<file path="config.mk">
export PLATFORM = sky130hd
export DESIGN_NAME = bg_reg_file_flat
export DESIGN_NICKNAME = d
export VERILOG_FILES = /design/src/rtl/bg_reg_file_if.sv /design/src/rtl/bg_reg_file.sv /design/src/flat_wrapper.sv
export SDC_FILE = /design/constraint.sdc
export NUM_CORES = 2
export LEC_CHECK = 0
export ABC_AREA = 1
export BUFFER_PORTS_ARGS = -buffer_cell sky130_fd_sc_hd__buf_2
export CAP_MARGIN = 10
export CORE_UTILIZATION = 50
export CTS_CLUSTER_DIAMETER = 40
export DETAILED_ROUTE_END_ITERATION = 10
export PLACE_DENSITY_LB_ADDON = 0.15
export REMOVE_ABC_BUFFERS = 1
export SETUP_SLACK_MARGIN = 0.3
export SYNTH_ARGS = -nofsm -noshare
export SYNTH_HDL_FRONTEND = slang
export SYNTH_SLANG_ARGS = --single-unit
</file>
<file path="constraint.sdc">
create_clock -name clock -period 3.3 [get_ports clock]
set_input_delay 0.33 -clock clock [delete_from_list [all_inputs] [get_ports clock]]
set_output_delay 0.33 -clock clock [all_outputs]
set_load 0.05 [all_outputs]
</file>
<file path="src/rtl/bg_reg_file_if.sv">
// CPU bus bundle for the background register block.
// master: CPU side driving writes/reads; slave: register file returning read data.
interface bg_reg_file_if #(
    parameter int ADDR_W = 8
);
    logic              wr_en;
    logic [ADDR_W-1:0] wr_addr;
    logic [31:0]       wr_data;
    logic [3:0]        wr_be;
    logic              rd_en;
    logic [ADDR_W-1:0] rd_addr;
    logic [31:0]       rd_data;
    logic              rd_valid;

    modport master (
        output wr_en, wr_addr, wr_data, wr_be, rd_en, rd_addr,
        input  rd_data, rd_valid
    );

    modport slave (
        input  wr_en, wr_addr, wr_data, wr_be, rd_en, rd_addr,
        output rd_data, rd_valid
    );
endinterface

</file>
<file path="src/rtl/bg_reg_file.sv">
// Background register block writer (I/O 0x08-0x3F) with affine reference counters.
// Ports: clock/reset, bus (slave), vblank_start/line_done pulses, flat BG register outputs.
module bg_reg_file #(
    parameter int ADDR_W = 8
) (
    input  logic         clock,
    input  logic         reset,
    bg_reg_file_if.slave bus,
    input  logic         vblank_start,
    input  logic         line_done,
    output logic [15:0]  bg0cnt, bg1cnt, bg2cnt, bg3cnt,
    output logic [15:0]  bg0hofs, bg1hofs, bg2hofs, bg3hofs,
    output logic [15:0]  bg0vofs, bg1vofs, bg2vofs, bg3vofs,
    output logic [15:0]  bg2pa, bg2pb, bg2pc, bg2pd,
    output logic [15:0]  bg3pa, bg3pb, bg3pc, bg3pd,
    output logic [27:0]  bg2x, bg2y, bg3x, bg3y
);
    localparam logic [15:0] CNT_MASK = 16'hFFCF;

    logic [15:0] cnt_q [4], cnt_d [4];
    logic [8:0]  hofs_q[4], hofs_d[4];
    logic [8:0]  vofs_q[4], vofs_d[4];
    // aff[g][j]: g=0 BG2, g=1 BG3; j = PA,PB,PC,PD
    logic [15:0] aff_q[2][4], aff_d[2][4];
    // counter index: 0 BG2X, 1 BG2Y, 2 BG3X, 3 BG3Y
    logic [27:0] lat_q[4], lat_d[4];
    logic [27:0] ref_q[4], ref_d[4];
    logic [15:0] step[4];
    logic [31:0] rd_data_q, rd_data_d;
    logic        rd_valid_q, rd_valid_d;

    logic [ADDR_W-1:0] wr_a, rd_a;
    logic [5:0]  wa, ra;
    logic [31:0] m;
    logic [3:0]  wr_ref;
    logic        unused_addr;

    assign wr_a = bus.wr_addr;
    assign rd_a = bus.rd_addr;
    assign wa   = wr_a[7:2];
    assign ra   = rd_a[7:2];
    assign unused_addr = ^{wr_a[1:0], rd_a[1:0]};

    assign step[0] = aff_q[0][1];
    assign step[1] = aff_q[0][3];
    assign step[2] = aff_q[1][1];
    assign step[3] = aff_q[1][3];

    function automatic logic [31:0] merge(
        input logic [31:0] old_v,
        input logic [31:0] new_v,
        input logic [3:0]  be
    );
        logic [31:0] r;
        for (int b = 0; b < 4; b++)
            r[8*b +: 8] = be[b] ? new_v[8*b +: 8] : old_v[8*b +: 8];
        return r;
    endfunction

    always_comb begin
        for (int k = 0; k < 4; k++) begin
            cnt_d[k]  = cnt_q[k];
            hofs_d[k] = hofs_q[k];
            vofs_d[k] = vofs_q[k];
            lat_d[k]  = lat_q[k];
            ref_d[k]  = ref_q[k];
        end
        for (int g = 0; g < 2; g++)
            for (int j = 0; j < 4; j++)
                aff_d[g][j] = aff_q[g][j];
        m      = '0;
        wr_ref = '0;

        if (bus.wr_en) begin
            case (wa)
                6'd2, 6'd3: begin
                    m = merge({cnt_q[{wa[0], 1'b1}], cnt_q[{wa[0], 1'b0}]},
                              bus.wr_data, bus.wr_be);
                    cnt_d[{wa[0], 1'b0}] = m[15:0] & CNT_MASK;
                    cnt_d[{wa[0], 1'b1}] = m[31:16] & CNT_MASK;
                end
                6'd4, 6'd5, 6'd6, 6'd7: begin
                    m = merge({7'd0, vofs_q[wa[1:0]], 7'd0, hofs_q[wa[1:0]]},
                              bus.wr_data, bus.wr_be);
                    hofs_d[wa[1:0]] = m[8:0];
                    vofs_d[wa[1:0]] = m[24:16];
                end
                6'd8, 6'd9, 6'd12, 6'd13: begin
                    m = merge({aff_q[wa[2]][{wa[0], 1'b1}],
                               aff_q[wa[2]][{wa[0], 1'b0}]},
                              bus.wr_data, bus.wr_be);
                    aff_d[wa[2]][{wa[0], 1'b0}] = m[15:0];
                    aff_d[wa[2]][{wa[0], 1'b1}] = m[31:16];
                end
                6'd10, 6'd11, 6'd14, 6'd15: begin
                    m = merge({4'd0, lat_q[{wa[2], wa[0]}]},
                              bus.wr_data, bus.wr_be);
                    wr_ref[{wa[2], wa[0]}] = |bus.wr_be;
                end
                default: m = '0;
            endcase
        end

        // CPU write beats vblank reload, which beats the scanline step.
        // The step uses the registered PB/PD, so same-cycle writes apply later.
        for (int k = 0; k < 4; k++) begin
            if (wr_ref[k]) begin
                lat_d[k] = m[27:0];
                ref_d[k] = m[27:0];
            end else if (vblank_start) begin
                ref_d[k] = lat_q[k];
            end else if (line_done) begin
                ref_d[k] = ref_q[k] + {{12{step[k][15]}}, step[k]};
            end
        end

        rd_valid_d = bus.rd_en;
        rd_data_d  = rd_data_q;
        if (bus.rd_en) begin
            case (ra)
                6'd2:    rd_data_d = {cnt_q[1], cnt_q[0]};
                6'd3:    rd_data_d = {cnt_q[3], cnt_q[2]};
                default: rd_data_d = '0;
            endcase
        end
    end

    always_ff @(posedge clock) begin
        if (reset) begin
            for (int k = 0; k < 4; k++) begin
                cnt_q[k]  <= '0;
                hofs_q[k] <= '0;
                vofs_q[k] <= '0;
                lat_q[k]  <= '0;
                ref_q[k]  <= '0;
            end
            for (int g = 0; g < 2; g++) begin
                aff_q[g][0] <= 16'h0100;
                aff_q[g][1] <= '0;
                aff_q[g][2] <= '0;
                aff_q[g][3] <= 16'h0100;
            end
            rd_data_q  <= '0;
            rd_valid_q <= 1'b0;
        end else begin
            for (int k = 0; k < 4; k++) begin
                cnt_q[k]  <= cnt_d[k];
                hofs_q[k] <= hofs_d[k];
                vofs_q[k] <= vofs_d[k];
                lat_q[k]  <= lat_d[k];
                ref_q[k]  <= ref_d[k];
            end
            for (int g = 0; g < 2; g++)
                for (int j = 0; j < 4; j++)
                    aff_q[g][j] <= aff_d[g][j];
            rd_data_q  <= rd_data_d;
            rd_valid_q <= rd_valid_d;
        end
    end

    assign bus.rd_data  = rd_data_q;
    assign bus.rd_valid = rd_valid_q;

    assign bg0cnt  = cnt_q[0];
    assign bg1cnt  = cnt_q[1];
    assign bg2cnt  = cnt_q[2];
    assign bg3cnt  = cnt_q[3];
    assign bg0hofs = {7'd0, hofs_q[0]};
    assign bg1hofs = {7'd0, hofs_q[1]};
    assign bg2hofs = {7'd0, hofs_q[2]};
    assign bg3hofs = {7'd0, hofs_q[3]};
    assign bg0vofs = {7'd0, vofs_q[0]};
    assign bg1vofs = {7'd0, vofs_q[1]};
    assign bg2vofs = {7'd0, vofs_q[2]};
    assign bg3vofs = {7'd0, vofs_q[3]};
    assign bg2pa   = aff_q[0][0];
    assign bg2pb   = aff_q[0][1];
    assign bg2pc   = aff_q[0][2];
    assign bg2pd   = aff_q[0][3];
    assign bg3pa   = aff_q[1][0];
    assign bg3pb   = aff_q[1][1];
    assign bg3pc   = aff_q[1][2];
    assign bg3pd   = aff_q[1][3];
    assign bg2x    = ref_q[0];
    assign bg2y    = ref_q[1];
    assign bg3x    = ref_q[2];
    assign bg3y    = ref_q[3];
endmodule

</file>
<file path="src/flat_wrapper.sv">
// flat-port wrapper written by rule: the top's interface ports become plain ports
module bg_reg_file_flat 
#(
    parameter int ADDR_W = 8
)
  (clock, reset, vblank_start, line_done, bg0cnt, bg1cnt, bg2cnt, bg3cnt, bg0hofs, bg1hofs, bg2hofs, bg3hofs, bg0vofs, bg1vofs, bg2vofs, bg3vofs, bg2pa, bg2pb, bg2pc, bg2pd, bg3pa, bg3pb, bg3pc, bg3pd, bg2x, bg2y, bg3x, bg3y, bus_wr_en, bus_wr_addr, bus_wr_data, bus_wr_be, bus_rd_en, bus_rd_addr, bus_rd_data, bus_rd_valid);
  bg_reg_file_if #(.ADDR_W(ADDR_W)) bus_i ();
  input  logic clock;
  input  logic reset;
  input  logic vblank_start;
  input  logic line_done;
  output logic [15:0] bg0cnt;
  output logic [15:0] bg1cnt;
  output logic [15:0] bg2cnt;
  output logic [15:0] bg3cnt;
  output logic [15:0] bg0hofs;
  output logic [15:0] bg1hofs;
  output logic [15:0] bg2hofs;
  output logic [15:0] bg3hofs;
  output logic [15:0] bg0vofs;
  output logic [15:0] bg1vofs;
  output logic [15:0] bg2vofs;
  output logic [15:0] bg3vofs;
  output logic [15:0] bg2pa;
  output logic [15:0] bg2pb;
  output logic [15:0] bg2pc;
  output logic [15:0] bg2pd;
  output logic [15:0] bg3pa;
  output logic [15:0] bg3pb;
  output logic [15:0] bg3pc;
  output logic [15:0] bg3pd;
  output logic [27:0] bg2x;
  output logic [27:0] bg2y;
  output logic [27:0] bg3x;
  output logic [27:0] bg3y;
  input wire logic [$bits(bus_i.wr_en)-1:0] bus_wr_en;
  input wire logic [$bits(bus_i.wr_addr)-1:0] bus_wr_addr;
  input wire logic [$bits(bus_i.wr_data)-1:0] bus_wr_data;
  input wire logic [$bits(bus_i.wr_be)-1:0] bus_wr_be;
  input wire logic [$bits(bus_i.rd_en)-1:0] bus_rd_en;
  input wire logic [$bits(bus_i.rd_addr)-1:0] bus_rd_addr;
  output wire logic [$bits(bus_i.rd_data)-1:0] bus_rd_data;
  output wire logic [$bits(bus_i.rd_valid)-1:0] bus_rd_valid;
  assign bus_i.wr_en = bus_wr_en;
  assign bus_i.wr_addr = bus_wr_addr;
  assign bus_i.wr_data = bus_wr_data;
  assign bus_i.wr_be = bus_wr_be;
  assign bus_i.rd_en = bus_rd_en;
  assign bus_i.rd_addr = bus_rd_addr;
  assign bus_rd_data = bus_i.rd_data;
  assign bus_rd_valid = bus_i.rd_valid;
  bg_reg_file #(.ADDR_W(ADDR_W)) u_core (.clock(clock), .reset(reset), .bus(bus_i), .vblank_start(vblank_start), .line_done(line_done), .bg0cnt(bg0cnt), .bg1cnt(bg1cnt), .bg2cnt(bg2cnt), .bg3cnt(bg3cnt), .bg0hofs(bg0hofs), .bg1hofs(bg1hofs), .bg2hofs(bg2hofs), .bg3hofs(bg3hofs), .bg0vofs(bg0vofs), .bg1vofs(bg1vofs), .bg2vofs(bg2vofs), .bg3vofs(bg3vofs), .bg2pa(bg2pa), .bg2pb(bg2pb), .bg2pc(bg2pc), .bg2pd(bg2pd), .bg3pa(bg3pa), .bg3pb(bg3pb), .bg3pc(bg3pc), .bg3pd(bg3pd), .bg2x(bg2x), .bg2y(bg2y), .bg3x(bg3x), .bg3y(bg3y));
endmodule
</file>
# Word-level counts from Yosys, hierarchy flattened
# Memories as Yosys holds them, arrays and structs flattened.
# Index checks and enable logic that the tools add are counted.
dict set report classes {
  n_reduce_logical 10
  bitwise_logic 33
  n_mux 100
  add_sub_neg 4
  n_lt_le_gt_ge 10
  n_eq_ne 16
}
# operator n
set ops {}
lappend ops {{2-to-1 mux 28 bit} 25}
lappend ops {{2-to-1 mux 16 bit} 18}
lappend ops {{bitwise mux 128 bit} 2}
lappend ops {{2-to-1 mux 128 bit} 2}
lappend ops {{2-to-1 mux 64 bit} 4}
lappend ops {{2-to-1 mux 36 bit} 4}
lappend ops {{bitwise mux 64 bit} 2}
lappend ops {{demux 64 bit (select 1 bit)} 2}
lappend ops {{adder 28 bit} 4}
lappend ops {{2-to-1 mux 8 bit} 14}
lappend ops {{one-hot mux 28 bit (4 select lines)} 1}
lappend ops {{2-to-1 mux 9 bit} 9}
lappend ops {{bitwise mux 36 bit} 2}
lappend ops {{binary-select mux 16 bit (select 2 bit)} 2}
lappend ops {{demux 16 bit (select 2 bit)} 2}
lappend ops {{one-hot mux 32 bit (2 select lines)} 1}
lappend ops {{equality test 6 x 4 -> 1 bit, second input constant} 8}
lappend ops {{OR 1 bit} 28}
lappend ops {{equality test 6 x 2 -> 1 bit, second input constant} 4}
lappend ops {{equality test 6 x 3 -> 1 bit, second input constant} 4}
lappend ops {{demux 9 bit (select 2 bit)} 1}
lappend ops {{2-to-1 mux 4 bit} 4}
lappend ops {{OR reduction 4 bit} 4}
lappend ops {{greater-or-equal comparator 3 bit, second input constant} 3}
lappend ops {{other kinds (12)} 23}
dict set report word_totals {
  input_bits 58
  mem_bits_rw 488
  elab_cells 181
  output_inout_bits 465
  n_memories 6
  register_bits 33
}
# memory depth width rd rd_ports_with_merged_regs write_ports line
set mem_list {}
lappend mem_list {u_core.aff_q 2 64 3 0 2 bg_reg_file.sv:24} ;# logic [15:0] aff_q[2][4], aff_d[2][4];
lappend mem_list {u_core.lat_q 4 28 5 0 4 bg_reg_file.sv:26} ;# logic [27:0] lat_q[4], lat_d[4];
lappend mem_list {u_core.ref_q 4 28 4 0 4 bg_reg_file.sv:27} ;# logic [27:0] ref_q[4], ref_d[4];
lappend mem_list {u_core.cnt_q 4 16 6 0 4 bg_reg_file.sv:20} ;# logic [15:0] cnt_q [4], cnt_d [4];
lappend mem_list {u_core.hofs_q 4 9 5 0 4 bg_reg_file.sv:21} ;# logic [8:0] hofs_q[4], hofs_d[4];
lappend mem_list {u_core.vofs_q 4 9 5 0 4 bg_reg_file.sv:22} ;# logic [8:0] vofs_q[4], vofs_d[4];

# Longest topological paths before layout
dict set report logic_depth {
  word_depth 12
  depth_mapped 16
  depth_no_buf 16
}

# Worst setup path after synthesis
# No wires, ideal clock.
dict set report synth_path {
  kind {input port to flip-flop}
  startpoint {in reset}
  endpoint {mem u_core.aff_q[0][0] (netlist name) (enable)}
  required_time_ns 2.504
  stages 5
  t_arrival_ns 2.456
  setup_slack_ns 0.048
  setup_time_ns 0.796
  path_buffers 3
  cell_sequence {clkbuf_1 inv_1 clkbuf_1 clkbuf_1 nand2_1}
}
# element line
set synth_lines {}
lappend synth_lines {{from (decl)} flat_wrapper.sv:9} ;# input logic reset;
lappend synth_lines {{to (decl)} bg_reg_file.sv:24}

==> results.tsv <==
stage	metric	value	unit
worst_setup_path	Setup CP Type	reg -> reg	
sta	slew of the pin with the lowest slew margin	1.15	ns
detailed_routing	vias	38900	
global_route	initial antenna violation count	9	
detailed_routing	drc violations	0	
synthesis	Post-synth EDFFs	80	
place	Setup Slack @ Placement	0.448	ns
hold_path	Hold Path Depth	3	
synthesis	cell taking the most area after synthesis	dfxtp_1	
die	Ports	523	
die	Die W	264	um
clock_tree	Max Root-Sink Buffers	3	
global_route	pin count of the biggest net entering global routing	203	
clock_tree	CTS tree	built	
worst_setup_path	worst r2r src	u_core.aff_q[0][32]	
power_and_ir_drop	switching pwr	6220	uW
worst_setup_path	Worst R2R End	u_core.ref_q[0][12]	
power_and_ir_drop	Cell Int Power	13600	uW
detailed_routing	WL final	146000	um
sta	Final Skew	0.0502	ns
place	# port buffers	452	
sta	clock period minus worst slack	2.77	ns
global_route	first-pass GRT wire length	214000	um
synthesis	Synth cell types	47	
cells_and_area	# fillers	6758	
synthesis	Synth Area in Adders	0.0418	
synthesis	Mapped Cells	5612	
sta	Rel. slew slack	0.236	
cells_and_area	share of cells above drive strength 1	0.130	
synthesis	Synth top area share	0.251	
power_and_ir_drop	Leak	0.0215	uW
synthesis	Synth Area in Simple Gates	0.335	
worst_setup_path	Crit. Startpoint	u_core.aff_q[0][32]	
cells_and_area	Util after Layout	0.602	
synthesis	Post-Synth XOR/XNOR Area	0.00741	
synthesis	top-count cell post-synth	nand2_1	
sta	setup violators final	0	
sta	Final Cycle Share	0.840	
clock_tree	post-CTS setup buffer count	0	
detailed_routing	Final ANT Viol Nets	0	
cells_and_area	Area Overhead vs Synth	18.7	%
synthesis	main flop type after synthesis	dfxtp_1	
synthesis	yosys warns	0	
die	cell row count	95	
clock_tree	worst skew pair latency	0.66	ns
power_and_ir_drop	Peak VDD IR	425	uV
outcome	status	completed	
global_route	vias in the first global route	34500	
synthesis	Seq/Total Area, Yosys	0.321	
place	GPL Wtd Cong	1.01	
worst_setup_path	CP Max Fanout	4	
worst_setup_path	worst reg2reg path depth	15	
clock_tree	CTS root buf	clkbuf_16	
global_route	Remaining Overflow, GRT	0	
clock_tree	clock tree sinks	510	
synthesis	compound-gate portion of the synthesized area	0.153	
sta	final hold viol count	0	
worst_setup_path	Data arrival, critical path	3.31	ns
sta	f_max	0.361	GHz
power_and_ir_drop	sw frac	0.314	
power_and_ir_drop	Flop pwr share	0.336	
synthesis	mapped cell area	34300	um^2
synthesis	mux contribution to synthesized area	0	
clock_tree	CTS buffer count	96	
synthesis	largest family of logic cells by synthesized area	simple AND/OR/NAND/NOR gates	
die	Initial Util	0.508	
hold_path	worst hold path type	in -> reg	
power_and_ir_drop	Final Power	19800	uW
detailed_routing	vias per inst	5.57	
synthesis	synth cell count leaders	nand2_1 (1,604), inv_1 (817), nor2_1 (650)	
worst_setup_path	critical path capture point	u_core.ref_q[0][12]	
worst_setup_path	crit end category	flop	
detailed_routing	Starting DRT DRC Count	4971	
power_and_ir_drop	Comb power frac	0.148	
detailed_routing	First-pass DRT Iterations	9	
synthesis	Syn Area/Cell	6.11	um^2
detailed_routing	Routed WL per cell	20.8	um
power_and_ir_drop	Clk pwr share	0.516	
place	HPWL after detailed placement	108000	um
sta	max-slew violation count	0	
die	Die Area	69600	um^2
global_route	total track usage	0.403	
worst_setup_path	CP Data Required Time	3.84	ns
worst_setup_path	reg-to-reg slack, setup	0.53	ns
cells_and_area	Final #Nets	6192	
sta	RSZ-0062 raised after global routing	no	
clock_tree	CTS H-tree lvls	3	
clock_tree	Worst-path clk slew	0.06	ns
synthesis	top cells by area, synth	dfxtp_1 (25%), nand2_1 (18%), inv_1 (9.0%), nor2_1 (7.1%), a21oi_1 (7.1%)	
worst_setup_path	Worst setup SP type	flop	
sta	Hold Worst Slack	0.0839	ns
sta	final worst slack	0.529	ns
die	core area	67500	um^2
synthesis	FF+latch count, synth	510	
power_and_ir_drop	PwrDens	486	nW/um^2
flow_run	max cap viols	0	
synthesis	Async SR Flop Fraction	0	
die	Die H	264	um
[area by class of cell]
class                      instances  area [um^2]  area share
sequential                       510        11000       0.271
tap                              873         1090      0.0269
antenna                            4         10.0    0.000246
timing repair buffer             569         3290      0.0808
inverter                         840         3160      0.0777
clock inverter                    73          797      0.0196
multi-input combinational       4005        18700       0.461
clock buffer                     109         2570      0.0633
[through the flow]
stage               TNS [ns]  instance area, um^2  instances
global route               0                40700       6980
floorplan            -265.24                32800       5355
detailed placement         0                37300       6795
global placement           0                37300       6795
finish                     0                40700       6983
CTS                        0                40700       6979
[metal layers]
metal	wire [um]	up-vias	GRT usage	share of wire
met5	92	-	0	0.00063
met4	8210	8	0.211	0.056
met3	16100	376	0.0968	0.11
met2	62500	2138	0.607	0.43
met1	58600	17800	0.533	0.40
li1	-	18600	-	-
[worst max-delay path, stage by stage, from the launching register on]
cell and delay [ns]:
edfxtp_1 0.50, ha_1 0.34, inv_1 0.08, fa_1 0.45, inv_1 0.16, nand3_1 0.09
nand2_1 0.21, nand2_1 0.08, nand2_1 0.18, nand2_1 0.08, nand2_1 0.09, nor2_1 0.04
o21ai_0 0.16, nand3_1 0.09, nand2_1 0.06, inv_1 0.04
[power by group through the flow]
stage / sequential, uW / combinational (uW) / clock [uW]
final: 6640 / 2940 / 10200
after global routing: 6640 / 3110 / 10500
after CTS: 6630 / 2860 / 10200
after detailed placement: 6760 / 2850 / 0
after global placement: 6760 / 2830 / 0
after floorplan: 7160 / 1350 / 0
[logic make-up (layout without fill, tap and decap cells)]
group / count (synthesis) / in the layout
compound gates: 989 / 989
xor+xnor: 29 / 29
fa+ha+maj: 112 / 112
buf+inv: 1162 / 1591
flops: 510 / 510
other cells: 1 / 70
simple gates: 2809 / 2809
[layout by cell type (no fill, tap or decap), types with 5 or more instances in the layout]
cell type,instances
or2_2,12
a21o_1,5
clkinvlp_4,10
edfxtp_1,80
ha_1,108
xor2_1,5
inv_8,5
nor2_4,8
inv_1,816
a21boi_0,7
clkinv_1,14
inv_2,18
bufinv_16,9
inv_6,9
dfxtp_1,430
nor2_2,6
buf_4,108
buf_12,10
o211ai_1,21
nor2_1,648
buf_2,448
conb_1,66
nand3_1,437
a31oi_1,12
a22oi_1,67
clkinv_2,13
o21ai_1,7
and2_1,15
xnor2_1,24
a21boi_1,5
clkbuf_8,6
nor3_1,5
nand2_1,1603
clkinv_4,11
nand4_1,59
clkbuf_16,99
o21ai_0,368
a21oi_1,487
[worst min path at each step]
| stage | from | to | slack, ns |
|---|---|---|---|
| 6_report | bus_wr_data[22] | u_core.cnt_q[1][6] | 0.08 |
| 5_1_grt | bus_wr_data[22] | u_core.cnt_q[1][6] | 0.07 |
| 4_1_cts | bus_wr_data[16] | u_core.cnt_q[3][0] | 0.05 |
| 3_5_place_dp | u_core.bus.rd_data[21] | u_core.bus.rd_data[21] | 0.45 |
| 3_3_place_gp | u_core.bus.rd_data[21] | u_core.bus.rd_data[21] | 0.44 |
| 2_1_floorplan | reset | u_core.lat_q[0][0] | 0.40 |
[registers in the layout, summed over array words and instances (netlist names)]
register and flops:
u_core.hofs_q 36, u_core.ref_q 112, u_core.cnt_q 56, u_core.vofs_q 36, u_core.aff_q 128, u_core.bus.rd_valid 1
u_core.bus.rd_data 29, u_core.lat_q 112
[what timing repair did]
item,4_1_cts,5_1_grt
gates resized for setup,0,0
hold buffers,2,0
endpoints found under the hold margin,2,0
(Power assumes the default switching activity.)
